`src/rtl/smart_light_ctrl_mc.sv`:
```
// ---------------------------------------------------------------------------
// smart_light_ctrl_mc
//
// Multi-channel lighting controller. Each of the N_CH channels runs its own
// four-state lamp FSM (AUTO_OFF, AUTO_ON, MAN_OFF, MAN_ON). Mode and light
// buttons are edge-detected, a presence hold timer keeps AUTO lamps lit for
// HOLD_CYC cycles after their sensor drops, a global all-off forces every
// channel into MAN_OFF, and a registered count of lit lamps is provided.
//
// Optional feature macro: SLC_MAN_TIMEOUT_EN
//   When defined, a channel left idle in MANUAL for MAN_TIMEOUT_CYC cycles
//   reverts to AUTO as if its mode button had been pressed.
//
// Ports
//   clk_i         system clock
//   rst_i         synchronous active-high reset
//   btn_mode_i    per-channel mode button (level, pre-synchronised)
//   btn_light_i   per-channel light toggle button (level, pre-synchronised)
//   sensor_i      per-channel presence&dark sensor (1 = want light)
//   all_off_i     global off request, sampled every cycle
//   lamp_o        per-channel lamp drive (1 = on)
//   manual_o      per-channel manual-mode indicator
//   auto_on_o     per-channel "AUTO and lamp on" indicator
//   lamps_on_o    registered count of lit lamps, one cycle behind lamp_o
// ---------------------------------------------------------------------------
module smart_light_ctrl_mc #(
    parameter int N_CH            = 4,
    parameter int HOLD_CYC        = 1000,
    parameter int MAN_TIMEOUT_CYC = 60000
) (
    input  logic                        clk_i,
    input  logic                        rst_i,
    input  logic [N_CH-1:0]             btn_mode_i,
    input  logic [N_CH-1:0]             btn_light_i,
    input  logic [N_CH-1:0]             sensor_i,
    input  logic                        all_off_i,
    output logic [N_CH-1:0]             lamp_o,
    output logic [N_CH-1:0]             manual_o,
    output logic [N_CH-1:0]             auto_on_o,
    output logic [$clog2(N_CH+1)-1:0]   lamps_on_o
);

    localparam int CW = $clog2(N_CH + 1);
    localparam int HW = (HOLD_CYC > 0) ? $clog2(HOLD_CYC + 1) : 1;
    localparam logic [HW-1:0] HOLD_LD = HW'(HOLD_CYC);

    typedef enum logic [1:0] {
        AUTO_OFF = 2'd0,
        AUTO_ON  = 2'd1,
        MAN_OFF  = 2'd2,
        MAN_ON   = 2'd3
    } state_e;

    state_e            state_q [N_CH];
    state_e            state_d [N_CH];
    logic [HW-1:0]     hold_q  [N_CH];
    logic [HW-1:0]     hold_d  [N_CH];
    logic [N_CH-1:0]   btnMode_q;
    logic [N_CH-1:0]   btnLight_q;
    logic [N_CH-1:0]   modeRise;
    logic [N_CH-1:0]   lightRise;
    logic [N_CH-1:0]   lamp_q;
    logic [N_CH-1:0]   manual_q;
    logic [N_CH-1:0]   autoOn_q;
    logic [CW-1:0]     lampsOn_q;
    logic [CW-1:0]     lampCount;

`ifdef SLC_MAN_TIMEOUT_EN
    localparam int IW = (MAN_TIMEOUT_CYC > 0) ? $clog2(MAN_TIMEOUT_CYC + 1) : 1;
    localparam logic [IW-1:0] IDLE_LAST = IW'(MAN_TIMEOUT_CYC - 1);

    logic [IW-1:0]     idle_q  [N_CH];
    logic [IW-1:0]     idle_d  [N_CH];
`endif

    // The button history registers reset to 1, so a button already held
    // down when reset releases is not mistaken for a fresh press.
    assign modeRise  = btn_mode_i  & ~btnMode_q;
    assign lightRise = btn_light_i & ~btnLight_q;

    // Next-state logic for every channel. Priority, highest first:
    // all-off, mode press, light press, then sensor / hold / idle timing.
    // A light press arriving together with a mode press is simply dropped.
    always_comb begin
        for (int i = 0; i < N_CH; i++) begin
            state_d[i] = state_q[i];
            hold_d[i]  = hold_q[i];
`ifdef SLC_MAN_TIMEOUT_EN
            idle_d[i]  = '0;
`endif
            if (all_off_i) begin
                state_d[i] = MAN_OFF;
                hold_d[i]  = '0;
            end else if (modeRise[i]) begin
                if (state_q[i] == AUTO_OFF || state_q[i] == AUTO_ON) begin
                    state_d[i] = MAN_OFF;
                    hold_d[i]  = '0;
                end else if (sensor_i[i]) begin
                    state_d[i] = AUTO_ON;
                    hold_d[i]  = HOLD_LD;
                end else begin
                    state_d[i] = AUTO_OFF;
                    hold_d[i]  = '0;
                end
            end else begin
                case (state_q[i])
                    AUTO_OFF: begin
                        if (sensor_i[i]) begin
                            state_d[i] = AUTO_ON;
                            hold_d[i]  = HOLD_LD;
                        end
                    end
                    AUTO_ON: begin
                        // Counter only counts down while the sensor is low
                        // and turns the lamp off once it has reached zero.
                        if (sensor_i[i]) begin
                            hold_d[i] = HOLD_LD;
                        end else if (hold_q[i] != '0) begin
                            hold_d[i] = hold_q[i] - 1'b1;
                        end else begin
                            state_d[i] = AUTO_OFF;
                        end
                    end
                    default: begin
                        if (lightRise[i]) begin
                            state_d[i] = (state_q[i] == MAN_ON) ? MAN_OFF : MAN_ON;
`ifdef SLC_MAN_TIMEOUT_EN
                        end else if (idle_q[i] == IDLE_LAST) begin
                            // Idle too long: leave MANUAL exactly like a mode press.
                            if (sensor_i[i]) begin
                                state_d[i] = AUTO_ON;
                                hold_d[i]  = HOLD_LD;
                            end else begin
                                state_d[i] = AUTO_OFF;
                                hold_d[i]  = '0;
                            end
                        end else begin
                            idle_d[i] = idle_q[i] + 1'b1;
`endif
                        end
                    end
                endcase
            end
        end
    end

    // Population count of the lamp register feeding the registered total.
    always_comb begin
        lampCount = '0;
        for (int i = 0; i < N_CH; i++) begin
            lampCount = lampCount + CW'(lamp_q[i]);
        end
    end

    // All state lives here. The per-channel outputs are registered copies of
    // the next-state decode, so they always agree with state_q, while
    // lampsOn_q counts the already-registered lamps and lags by one cycle.
    always_ff @(posedge clk_i) begin
        if (rst_i) begin
            for (int i = 0; i < N_CH; i++) begin
                state_q[i] <= AUTO_OFF;
                hold_q[i]  <= '0;
`ifdef SLC_MAN_TIMEOUT_EN
                idle_q[i]  <= '0;
`endif
            end
            btnMode_q  <= '1;
            btnLight_q <= '1;
            lamp_q     <= '0;
            manual_q   <= '0;
            autoOn_q   <= '0;
            lampsOn_q  <= '0;
        end else begin
            for (int i = 0; i < N_CH; i++) begin
                state_q[i]  <= state_d[i];
                hold_q[i]   <= hold_d[i];
`ifdef SLC_MAN_TIMEOUT_EN
                idle_q[i]   <= idle_d[i];
`endif
                lamp_q[i]   <= (state_d[i] == AUTO_ON) || (state_d[i] == MAN_ON);
                manual_q[i] <= (state_d[i] == MAN_OFF) || (state_d[i] == MAN_ON);
                autoOn_q[i] <= (state_d[i] == AUTO_ON);
            end
            btnMode_q  <= btn_mode_i;
            btnLight_q <= btn_light_i;
            lampsOn_q  <= lampCount;
        end
    end

    assign lamp_o     = lamp_q;
    assign manual_o   = manual_q;
    assign auto_on_o  = autoOn_q;
    assign lamps_on_o = lampsOn_q;

endmodule

```
`config.mk`:
```
export PLATFORM = sky130hd
export DESIGN_NAME = smart_light_ctrl_mc
export DESIGN_NICKNAME = d
export VERILOG_FILES = /design/src/rtl/smart_light_ctrl_mc.sv
export SDC_FILE = /design/constraint.sdc
export NUM_CORES = 1
export LEC_CHECK = 0
export CAP_MARGIN = 25
export CORE_MARGIN = 4
export CORE_UTILIZATION = 45
export DETAILED_ROUTE_END_ITERATION = 7
export DONT_BUFFER_PORTS = 1
export PLACE_DENSITY = 0.63
export SLEW_MARGIN = 5
export SYNTH_ARGS = -nofsm -noshare
export SYNTH_HDL_FRONTEND = slang
export SYNTH_SLANG_ARGS = --single-unit
```
`constraint.sdc`:
```
create_clock -name clk_i -period 2.4 [get_ports clk_i]
set_input_delay 0.24 -clock clk_i [delete_from_list [all_inputs] [get_ports clk_i]]
set_output_delay 0.24 -clock clk_i [all_outputs]
set_load 0.03 [all_outputs]
```
# Word-level counts from Yosys, hierarchy flattened

Memories as Yosys holds them, arrays and structs flattened.
Cells that the tools add are included.

Mux-type cells: 83
$add $sub $neg: 7
Reductions and logical operators: 20
Equal/unequal tests: 20
Bitwise gates (word level): 12

Operators with widths:

| cell                  | count |
|---|---|
| $mux 10               | 32 |
| $pmux 10 s2           | 4 |
| $mux 2                | 32 |
| $reduce_bool 10->1    | 4 |
| $sub 10x1->10 const B | 4 |
| $eq 2x2->1 const B    | 12 |
| $eq 2x1->1 const B    | 8 |
| $pmux 2 s2            | 4 |
| $logic_or 1x1->1      | 12 |
| $mux 1                | 11 |
| $and 4x4->4           | 2 |
| $logic_not 2->1       | 4 |
| $not 4->4             | 2 |
| $or 1x1->1            | 8 |
| $add 2x1->3           | 1 |
| $add 3x1->3           | 1 |
| $add 1x1->2           | 1 |

Bits of input ports: 15
Logic and storage cells: 150
Memory bits (writable): 48
Flip-flop bits (word level): 23
Memories kept: 2

Memories:

| memory  | words | bits a word | rd ports | clocked after memory_dff | wr ports | line | RTL |
|---|---|---|---|---|---|---|---|
| hold_q  | 4     | 10          | 4        | 0                        | 4        | 56   | `logic [HW-1:0] hold_q [N_CH];` |
| state_q | 4     | 2           | 4        | 0                        | 4        | 54   | `state_e state_q [N_CH];` |

# Logic depth before layout (Yosys ltp)

An unclocked memory read counts as a cell.

Depth after elaboration: 9
Depth in mapped cells: 7
Mapped depth without buffers: 7

# Worst setup path before layout

OpenSTA, ideal clock, no wires.

Kind: reg-to-reg
From: memory hold_q[2][0] in the netlist's numbering
To: memory hold_q[2][6] in the netlist's numbering
Clock period less this slack: 1.973 ns
Library setup time: 0.117 ns
Setup slack: 0.427 ns
Arrival time: 1.856 ns
Buffers on the path: 0
Stages on the path, launching flop included: 8
Required time: 2.283 ns
Cell sequence: dfxtp_1 -> inv_1 -> ha_1 -> nor4b_1 -> nand3_1 -> o21ai_1 -> a22oi_1 -> o22a_1

RTL lines:

| what               | line |
|---|---|
| start: declaration | 56 |

==> results.ini <==
[outcome]
status = completed

[sta]
rsz0062_at_grt = false
final.min_clock_period_ns = 2.10
maxSlewViolCount = 0
fin_crit_sh_pct = 87.6
holdWs_ns = 0.0381
timing.fmax_ghz = 0.476
clock_skew_ns = 0.0102
setup_ws_ns = 0.299
finalHoldViolations = 0
setup_viol = 0
slew_headroom_pct = 52.4
setup_tns_ns = 0
worst_slew_pin_slew_ns = 0.712

[global_route]
track_usage_pct = 18.6
gr-total-overflow = 0
antenna_found_initial = 0
grt_max_degree = 20
grt_pass1_wl_um = 13300
grt_pass1_vias = 2738

[power_and_ir_drop]
p_per_area_nw_per_um2 = 686
peakVddDrop_v = 0.000337
leakagePower_nw = 1.46

[yosys]
ys_seq_elements = 67
postSynth.asyncResetShare_pct = 0
ys_seq_area_share_pct = 38.7
syn_inst = 404
synth_area_um2 = 3460
synth_cell_types = 66
syn_nets = 427
syn_area_per_cell_um2 = 8.57
synth_edf_count = 0
ys.flop_type = dfxtp_1
yosys_warnings = 0

[critical_path]
worstSetupPathType = reg2reg
cp-start-kind = flop
critPathArrivalTime_ns = 2.33
path_max_fanout = 8
end_kind = flop
crit_required_ns = 2.63

[place]
place.gp.congestion = 0.845
dp_slack_ns = 0.263
place_area_um2 = 3580
hpwlAfterDp_um = 5430
portBuffers = 0

[cells_and_area]
diodes = 0
fin_nets = 442
layout_commonest_cell = dfxtp_1
areaGrowthSynthToFinish_pct = 12.0
drive_above_1_share_pct = 12.3
finalCoreUtilization_pct = 52.6
fin_area_um2 = 3880
layout_common_cells = 67 x dfxtp_1, 50 x nor2_1, 25 x nand2_1, 23 x a21oi_1, 21 x xnor2_1

[die]
num_rows = 31
core-area_um2 = 7370
start_util_pct = 47.0
num_io_pins = 30
die-area_um2 = 9160
die_w_um = 95.7
die_h_um = 95.7

[detailed_routing]
firstDrtPassIters = 4
wl_met3_um = 424
route.detailed.drc = 0
routed-wl-met2_um = 3560
drtIter0Drc = 100
via_per_inst = 5.67
dr.max_layer_used = met4
routed_wl_um = 7930
drt-met1-wl_um = 3810
via_count = 2966
wl_per_cell_um = 15.2
ant_nets = 0

[cts]
cts.sinks = 67
cts_buffers = 9
path_clk_slew_ns = 0.07
htree_levels = 3
clock-root-buffer = clkbuf_8
post_cts_buffers = 0
clockBufferDepth = 2
clkLatencyLatePin_ns = 0.34
cts_tree = done

[flow_run]
cap_violations = 0

[min_path]
min_path_type = in2reg

-- layer usage --
metal  GRT usage, %  up-vias
met3           4.22       13
met2           28.7       68
li1               -     1487
met1           24.8     1398
met5              0        -
met4           7.94        0
-- cell type report --
class,count,area [µm²]
clock buffer,14,153
sequential,67,1340
inverter,18,67.6
multi-input combinational,303,1980
clock inverter,2,35.0
tap,99,124
fill,695,3490
timing repair buffer,20,175
-- synth_stat cells, types with 3 or more instances --
cell | count | area share, %
a211oi_1 | 5 | 1.1
a21oi_1 | 23 | 3.3
a22oi_1 | 3 | 0.65
a311oi_1 | 4 | 1.0
a31oi_1 | 6 | 1.1
buf_4 | 4 | 0.87
clkbuf_1 | 10 | 1.1
dfxtp_1 | 67 | 39
ha_1 | 7 | 2.5
inv_1 | 18 | 2.0
nand2_1 | 25 | 2.7
nand2b_1 | 10 | 1.8
nand3_1 | 13 | 1.9
nand4_1 | 5 | 0.90
nor2_1 | 50 | 5.4
nor2b_1 | 11 | 2.0
nor3_1 | 16 | 2.3
nor4_1 | 4 | 0.72
o211ai_1 | 5 | 1.1
o21ai_0 | 10 | 1.4
o221a_1 | 6 | 2.0
o22a_1 | 3 | 0.76
o31ai_1 | 5 | 1.1
or2_2 | 11 | 2.0
or3_1 | 4 | 0.72
or3b_2 | 3 | 0.76
or4_1 | 4 | 0.87
xnor2_1 | 21 | 5.3
xor2_1 | 3 | 0.76
-- final timing paths --
path                        startpoint                        end  slack (ns)  depth (start not counted)
max reg2reg  hold_q[0][0]$_SDFFE_PP0P_  hold_q[0][8]$_SDFFE_PP0P_        0.30                          6
max          hold_q[0][0]$_SDFFE_PP0P_  hold_q[0][8]$_SDFFE_PP0P_        0.30                          6
min                          all_off_i     manual_o[2]$_SDFF_PP0_        0.04                          2
min reg2reg  hold_q[3][9]$_SDFFE_PP0P_  hold_q[3][9]$_SDFFE_PP0P_        0.47                          1
-- sequential cells by signal, indices dropped and copies added, names as in the netlist --
register / count
btnMode_q: 4
manual_o: 4
auto_on_o: 4
state_q: 7
hold_q: 40
btnLight_q: 4
lamps_on_o: 3
lamp_o: 1
-- power by group --
part           internal (mW)  total, mW  switching, mW  leakage (nW)
Combinational          0.218      0.472          0.254         0.811
Sequential              1.17       1.26         0.0836         0.549
Clock                  0.509      0.934          0.425        0.0947
-- critical path, stage by stage, from the launching register on --
cell     delay, ns
dfxtp_1       0.34
inv_1         0.09
ha_1          0.13
or4b_1        0.49
o41ai_4       0.45
nand2_2       0.20
o221a_1       0.28
-- what timing repair did --
item                                    4_1_cts  5_1_grt
resized for setup                             0        1
hold buffers                                 10        0
endpoints found under the hold margin        20        0
endpoints found under the setup margin        0        1
-- stage by stage --
stage / total power, mW / std cells
3_3_place_gp: 1.72 / 497
6_report: 2.66 / 523
5_1_grt: 2.80 / 523
4_1_cts: 2.68 / 523
2_1_floorplan: 1.64 / 404
3_5_place_dp: 1.73 / 497
-- cells by family (layout without fill, tap and decap cells) --
family	count (synthesis)	after routing	synth area share [%]
adder cells (fa/ha/maj)	8	8	3.11
buffers and inverters	34	54	4.16
AO/OA/AOI/OAI	95	95	20.7
AND/OR/NAND/NOR	175	175	26.9
multiplexers	1	1	0.289
flip-flops	67	67	38.7
XOR/XNOR	24	24	6.07
No activity file was read; power rests on OpenSTA's default activity.
